File: src/rtl/sdram_pattern_tester.sv
// sdram_pattern_tester: writes a pattern to a block of SDRAM words, reads it back and counts mismatches; define SDRAM_TESTER_LOOP_EN to rerun passing tests automatically
module sdram_pattern_tester #(
  parameter int ADDR_WIDTH = 22,
  parameter int DATA_WIDTH = 16,
  parameter logic [ADDR_WIDTH-1:0] BASE_ADDRESS = ADDR_WIDTH'(22'h0CAFEE),
  parameter int WORD_COUNT = 4,
  parameter int PATTERN_MODE = 0,
  parameter logic [15:0] PATTERN_SEED = 16'hFACE,
  parameter int TIMEOUT_CYCLES = 1024
) (
  input  logic                  clk,
  input  logic                  reset,
  input  logic                  start,
  output logic [1:0]            command,
  output logic [ADDR_WIDTH-1:0] data_address,
  output logic [DATA_WIDTH-1:0] data_write,
  input  logic [DATA_WIDTH-1:0] data_read,
  input  logic                  data_next,
  input  logic                  data_ready,
  output logic                  busy,
  output logic                  done,
  output logic                  pass,
  output logic                  timeout,
  output logic [15:0]           error_count,
  output logic [ADDR_WIDTH-1:0] fail_address,
  output logic [DATA_WIDTH-1:0] fail_data
`ifdef SDRAM_TESTER_LOOP_EN
  ,
  output logic [15:0]           loop_count
`endif
);
  typedef enum logic [1:0] {S_IDLE, S_WRITE, S_READ, S_DONE} state_t;
  localparam logic [ADDR_WIDTH-1:0] LAST = ADDR_WIDTH'(WORD_COUNT - 1);
  localparam logic [31:0] WD_LIMIT = 32'(TIMEOUT_CYCLES - 1);
  state_t state, state_n;
  logic [ADDR_WIDTH-1:0] idx, idx_nx;
  logic [15:0] lfsr, lfsr_nx;
  logic [31:0] wd;
  logic busy_s, wr_hs, rd_hs, hs, last, wd_exp, mismatch, restart, loop_go;
  function automatic logic [DATA_WIDTH-1:0] pattern(input logic [ADDR_WIDTH-1:0] i, input logic [15:0] l);
    logic [15:0] v;
    v = PATTERN_MODE == 2 ? l : PATTERN_MODE == 1 ? 16'(i) ^ PATTERN_SEED : PATTERN_SEED;
    return v[DATA_WIDTH-1:0];
  endfunction
  assign busy_s = state == S_WRITE || state == S_READ;
  assign wr_hs = state == S_WRITE && data_next;
  assign rd_hs = state == S_READ && data_ready;
  assign hs = wr_hs || rd_hs;
  assign last = idx == LAST;
  assign idx_nx = idx + 1'b1;
  assign wd_exp = busy_s && !hs && wd >= WD_LIMIT;
  assign mismatch = rd_hs && data_read != pattern(idx, lfsr);
  assign lfsr_nx = {1'b0, lfsr[15:1]} ^ (lfsr[0] ? 16'hB400 : 16'h0000);
  assign restart = (state == S_IDLE || state == S_DONE) && state_n == S_WRITE;
`ifdef SDRAM_TESTER_LOOP_EN
  assign loop_go = state == S_DONE && pass;
`else
  assign loop_go = 1'b0;
`endif
  // state register
  always_ff @(posedge clk or posedge reset)
    if (reset) state <= S_IDLE;
    else state <= state_n;
  // next state: handshakes advance, the watchdog aborts, start (or a passing loop) restarts
  always_comb begin
    state_n = state;
    case (state)
      S_IDLE:  state_n = start ? S_WRITE : S_IDLE;
      S_WRITE: state_n = wr_hs && last ? S_READ : wd_exp ? S_DONE : S_WRITE;
      S_READ:  state_n = (rd_hs && last) || wd_exp ? S_DONE : S_READ;
      default: state_n = start || loop_go ? S_WRITE : S_DONE;
    endcase
  end
  // registered outputs, word index, pattern generator, watchdog and result capture
  always_ff @(posedge clk or posedge reset) begin
    if (reset) begin
      command <= 2'd0;
      data_address <= '0;
      data_write <= '0;
      busy <= 1'b0;
      done <= 1'b0;
      pass <= 1'b0;
      timeout <= 1'b0;
      error_count <= '0;
      fail_address <= '0;
      fail_data <= '0;
      idx <= '0;
      lfsr <= PATTERN_SEED;
      wd <= '0;
`ifdef SDRAM_TESTER_LOOP_EN
      loop_count <= '0;
`endif
    end else begin
      command <= state_n == S_WRITE ? 2'd1 : state_n == S_READ ? 2'd2 : 2'd0;
      busy <= state_n == S_WRITE || state_n == S_READ;
      wd <= busy_s && state_n == state && !hs ? wd + 32'd1 : 32'd0;
      if (restart) begin
        idx <= '0;
        lfsr <= PATTERN_SEED;
        data_address <= BASE_ADDRESS;
        data_write <= pattern('0, PATTERN_SEED);
        done <= 1'b0;
        pass <= 1'b0;
        timeout <= 1'b0;
        error_count <= '0;
        fail_address <= '0;
        fail_data <= '0;
`ifdef SDRAM_TESTER_LOOP_EN
        loop_count <= loop_count + 16'(loop_go);
`endif
      end else if (hs && !last) begin
        idx <= idx_nx;
        lfsr <= lfsr_nx;
        data_address <= data_address + 1'b1;
        data_write <= pattern(idx_nx, lfsr_nx);
      end else if (wr_hs) begin
        idx <= '0;
        lfsr <= PATTERN_SEED;
        data_address <= BASE_ADDRESS;
      end
      if (mismatch) begin
        error_count <= error_count == 16'hFFFF ? error_count : error_count + 16'd1;
        if (error_count == 16'd0) begin
          fail_address <= data_address;
          fail_data <= data_read;
        end
      end
      if (rd_hs && last) begin
        done <= 1'b1;
        pass <= error_count == 16'd0 && !mismatch;
      end
      if (wd_exp) begin
        done <= 1'b1;
        timeout <= 1'b1;
        pass <= 1'b0;
      end
    end
  end
endmodule
File: config.mk
export PLATFORM = sky130hd
export DESIGN_NAME = sdram_pattern_tester
export DESIGN_NICKNAME = d
export VERILOG_FILES = /design/src/rtl/sdram_pattern_tester.sv
export SDC_FILE = /design/constraint.sdc
export NUM_CORES = 1
export LEC_CHECK = 0
export CORE_MARGIN = 2
export CORE_UTILIZATION = 49
export DETAILED_ROUTE_END_ITERATION = 10
export GPL_TIMING_DRIVEN = 0
export PLACE_DENSITY = 0.77
export SYNTH_ARGS = -nofsm -noshare
export SYNTH_HDL_FRONTEND = slang
export SYNTH_SLANG_ARGS = --single-unit
File: constraint.sdc
create_clock -name clk -period 3.8 [get_ports clk]
set_input_delay 0.38 -clock clk [delete_from_list [all_inputs] [get_ports clk]]
set_output_delay 0.38 -clock clk [all_outputs]
set_load 0.005 [all_outputs]
======== Word level (Yosys, flattened, before mapping) ========
Index checks and enable logic that the tools add are counted.
Widths: inputs -> output; s select.
operators by class
  add/sub/neg operators ................... 4
  magnitude comparators ................... 1
  eq/ne operators ......................... 10
  mux-type cells .......................... 32
  reductions and logical operators ........ 28
operator list
  operator               number
  $mux 22                9
  $mux 16                8
  $add 22x1->22 const B  2
  $add 32x1->32 const B  1
  $ge 32x10->1 const B   1
  $mux 32                1
  $eq 22x2->1 const B    1
  $add 16x1->16 const B  1
  $eq 16x16->1 const B   1
  $logic_not 16->1       1
  $ne 16x16->1 const B   1
  $logic_and 1x1->1      12
  $mux 2                 5
  $mux 1                 8
  $eq 2x2->1 const B     3
  $pmux 2 s3             1
  $reduce_bool 2->1      3
  $reduce_bool 3->1      2
  $logic_or 1x1->1       5
  $eq 2x1->1 const B     2
  $logic_not 1->1        3
  $eq 2x2->1             1
  $logic_not 2->1        1
  $ne 2x2->1 const B     1
  $reduce_and 2->1       1
storage, ports and cells
  flip-flop bits (word level) ............. 154
  input bits .............................. 21
  output and inout bits ................... 98
  logic and storage cells ................. 88

======== Longest topological paths before layout ========
  depth in word-level cells ............... 14
  gate-level depth with buffers ........... 15
  gate-level depth less buffers ........... 13

======== Worst setup path before layout ========
Ideal clock, no wire load.
  path kind ............................... register -> register
  start ................................... register wd[22]
  end ..................................... register data_address[9]
  library setup time ...................... 0.069 ns
  data arrival time ....................... 2.928 ns
  data required time ...................... 3.731 ns
  path slack .............................. 0.803 ns
  stages on the path, launching flop included .. 13
  buffers on the path ..................... 2
  clock period less this slack ............ 2.997 ns
  path through ............................ dfrtp_1 > or4_1 > nor3_2 > a311oi_1 > o41a_1 > inv_1 > ha_1 > nand2b_1 > clkbuf_1 > and3_1 > buf_2 > or4_1 > nand3_1
between the ends
  cells in the longest elaborated chain, start to end .. 8
  elaborated cells between the ends (all ways) .. 11
  those cells by class .................... order compare: 1; eq/ne: 1; mux: 5; reduce/logical: 4
ends and longest elaborated chain
  what                                                                  RTL line  text
  start, declared                                                       38        logic [31:0] wd;
  start signal, assigned                                                96        wd <= busy_s && state_n == state && !hs ? wd + 32'd1 : 32'd0;
  $ge 32x10->1 *                                                        51        assign wd_exp = busy_s && !hs && wd >= WD_LIMIT;
  $logic_and 1x1->1 *                                                   51
  $mux 2 / $logic_or 1x1->1 (equally long branches)                     69, 70
  $mux 2 / $mux 1 (equally long branches)                               69, 70
  $pmux 2 s3 *                                                          67        case (state)
  $eq 2x1->1 *                                                          54        assign restart = (state == S_IDLE || state == S_DONE) && state_n == S_WRITE;
  $logic_and 1x1->1 *                                                   54
  $reduce_bool 3->1 (no source line) / $mux 22 (equally long branches)  -
  end signal, assigned                                                  114       data_address <= data_address + 1'b1;
  end, declared                                                         15        output logic [ADDR_WIDTH-1:0] data_address,
Mark *: on every way between the ends. The rest lies on a longest branch, timed or not.
A chain may end at the register's enable or synchronous reset.

======== Worst setup path after layout ========
  start ................................... register wd[22]
  end ..................................... register error_count[11]
between the ends
  cells in the longest elaborated chain, start to end .. 9
  elaborated cells between the ends (all ways) .. 11
  those cells by class .................... order compare: 1; eq/ne: 1; mux: 4; reduce/logical: 5
ends and longest elaborated chain
  what                                               RTL line  text
  $ge 32x10->1 *                                     51
  $logic_and 1x1->1 *                                51
  $mux 2 / $logic_or 1x1->1 (equally long branches)  69, 70
  $mux 2 / $mux 1 (equally long branches)            69, 70
  $pmux 2 s3 *                                       67
  $eq 2x1->1 *                                       54
  $logic_and 1x1->1 *                                54
  $reduce_bool 2->1 (no source line) *               -
  $reduce_and 2->1 (no source line) *                -
  end signal, assigned                               122       error_count <= error_count == 16'hFFFF ? error_count : error_count + 16'd1;
  end, declared                                      24        output logic [15:0] error_count,
Marks and branches as above.

==> results.md <==
- Clock root cell: clkbuf_16
- Most common cell after layout, fill and taps aside: dfrtp_1
- CP max stage delay: about 0.55 ns
- Worst-margin pin slew: around 0.87 ns
- CTS tree: done
- Total power: roughly 5.9 mW
- Share of the synthesized area in the top cell type: 0.482
- Sequential area share after synthesis: 0.482
- Ports: 119
- Full die area: roughly 16000 µm²
- Crit-path cells: or4_1 -> nor3_2 -> a311oi_2 -> o41a_1 -> inv_1 -> ha_1 -> nand2b_2 -> clkbuf_2 -> nor2_1 -> clkbuf_1 -> nor2_1
- CTS Buf Count: 17
- Most frequent cells in the layout: 139 x dfrtp_1, 133 x nand2_1, 113 x clkdlybuf4s50_1
- Yosys reg bits: approximately 140
- Global route overflow: 0
- CP Buf/Inv Count: 3
- CP Capture Type: register
- Die width: between 100 and 150 µm
- GP Congestion: 0.832
- CTS max path bufs: 2
- Post-CTS setup buffers: 0
- Placement row count: 44
- Netlist Area Pre-Place: 7220 µm²
- PortBufs: roughly 110
- Final Max Slew Viols: 0
- Share of cells above drive strength 1: 0.110
- CP top delay family: simple AND/OR/NAND/NOR gates
- Number of global-route vias before repair: approximately 5900
- Fmax: approximately 290 MHz
- DRT antenna net count: 0
- Async SR Flop Fraction: 1.00
- Post-Syn Instances: 773
- Cell Count Post-Placement: approximately 1100
- Finish-stage setup viols: 0
- CP Class: reg -> reg
- Hold bufs inserted after CTS: 0
- Number of synthesized flops with an enable pin: 0
- Hold Vio Cnt, Final: 0
- Drt pass-1 iters: 7
- Fill count: roughly 1100
- Layout Nets: roughly 940
- Worst vdd ir: 0.000442 V
- Critical Path RT: between 4 and 5 ns
- P&R area growth vs syn: 29.1%
- Vias/cell: about 5.8
- Die height: 125 µm
- Worst Skew: roughly 0.01 ns
- Final wirelength: 18100 µm
- Synth unique cells: 49
- Mean Syn Cell Area: 9.34 µm²
- Sink Count: 139
- Top post-synthesis cells by area: dfrtp_1 48%, nand2_1 6.9%, o21ai_0 5.1%
- Initial Util: 0.499
- Antenna violations before repair: 0
- Htree depth: 4
- Top FF cell, synth: dfrtp_1
- Yosys warns: 0
- Slowest stage cell, crit path: or4_1
- First-pass GRT wire length: approximately 30000 µm
- Via Count: 6402
- Worst-path clk slew: roughly 0.060 ns
- Final worst path period need: approximately 3.5 ns
- Critical Path Start Type: register
- Diode count: 0
- Core area: about 14000 µm²
- Total of max-cap violations: 0
- Max_slew headroom: 0.415
- Clk_lat worst skew: approximately 0.43 ns
- WP data arrival: 3.80 ns
- Non-Filler Instances: between 1000 and 1500
- Tcrit/Tclk final: 0.923
- Tot GR Track Use: 0.234
- Most frequent CP cell: nor2_1
- Pwr dens: about 630 nW/µm²
- RSZ-0062 raised after global routing: false
- LEAKAGE: 3.79 nW
- Residual DRC: 0
- DR WL/cell: 16.4 µm
- Drt first-iter violations: 552
- Detailed placement HPWL: 12600 µm
- Max Fanout on Critical Path: 10
- Hold Path Class: in -> async
- Status: finished, final reports clean
- Largest net degree at the start of global routing: 44
- Post-synth top area cell: dfrtp_1
==> kinds of logic after synthesis <==
group | Yosys count | synth area share
AND/OR/NAND/NOR | 361 | 0.275
XOR/XNOR | 53 | 0.0663
flip-flops | 139 | 0.482
buffers and inverters | 71 | 0.0488
adder cells (fa/ha/maj) | 11 | 0.0191
other | 1 | 0.000519
multiplexers | 2 | 0.00277
AO/OA/AOI/OAI | 135 | 0.106
==> final timing paths <==
| kind | start | end | slack (ns) | cells after the start |
|---|---|---|---|---|
| min in group clk | done$_DFFE_PP0P_ | done$_DFFE_PP0P_ | 0.49 | 1 |
| max reg2reg | wd[22]$_DFF_PP0_ | error_count[11]$_DFFE_PP0P_ | 0.29 | 11 |
| min reg2reg | done$_DFFE_PP0P_ | done$_DFFE_PP0P_ | 0.49 | 1 |
| max in group asynchronous | reset | fail_address[20]$_DFF_PP0_ | 2.88 | 3 |
| min | reset | error_count[1]$_DFFE_PP0P_ | 0.35 | 2 |
| max | wd[22]$_DFF_PP0_ | error_count[11]$_DFFE_PP0P_ | 0.29 | 11 |
==> routing by layer <==
layer,global-route usage,up-vias,wire [µm]
met5,0,-,0
li1,-,2994,-
met2,0.370,209,8830
met4,0.0752,0,284
met1,0.327,3177,8120
met3,0.0475,22,884
==> metrics by stage <==
step                      TNS, ns  worst slack [ns]  instance area (µm²)  hold WS, ns   util
after detailed placement   -11.52            -0.310                 8660        0.477  0.598
after global placement      -8.03            -0.272                 8600        0.467  0.594
after floorplan                 0             0.803                 7240        0.451      -
after CTS                       0            0.0216                 9320        0.346  0.643
final                           0             0.292                 9330        0.347  0.644
after global routing            0            0.0186                 9330        0.383  0.644
==> cells in the mapped netlist (all sizes together) (4+ instances only) <==
master,count
a21oi,8
a31oi,11
and2,7
and3,17
and4,13
buf,25
clkbuf,30
dfrtp,139
ha,11
inv,16
nand2,133
nand3,36
nand4,27
nor2,50
nor3,10
nor3b,4
nor4,44
o21ai,95
o31ai,5
or3,8
xnor2,26
xor2,27
==> worst register-to-register path: cells and delay by family, from the launching register on <==
| family | cells | cell delay [ns] |
|---|---|---|
| adders and majority gates | 1 | 0.24 |
| and+or+nand+nor | 5 | 1.37 |
| buffers and inverters | 3 | 0.74 |
| AOI/OAI and AO/OA | 2 | 0.63 |
| DFF | 1 | 0.41 |
==> state kept, by name, summed over array words and instances, names as in the netlist <==
register and count:
fail_address 22, wd 32, state 2, error_count 16
pass 1, data_write 1, command 2, data_address 22
busy 1, idx 22, fail_data 16, timeout 1
done 1
==> cell type report <==
type,count,area [µm²],area share
Sequential cell,139,3480,0.373
Multi-Input combinational cell,567,3420,0.367
Timing Repair Buffer,116,1190,0.128
Tap cell,184,230,0.0247
Inverter,16,63.8,0.00684
Buffer,54,297,0.0318
Clock buffer,21,480,0.0515
Clock inverter,11,164,0.0176
==> power breakdown <==
part / switching, mW / internal [mW]
logic: 1.45 / 0.787
registers: 0.165 / 1.67
clock network: 0.626 / 1.16
==> timing repair <==
item / 4_1_cts / 5_1_grt
setup endpoints to repair: 56 / 85
endpoints found under the hold margin: 0 / 0
resized for setup: 3 / 10
Note: power is estimated with default switching activity, not from simulation.
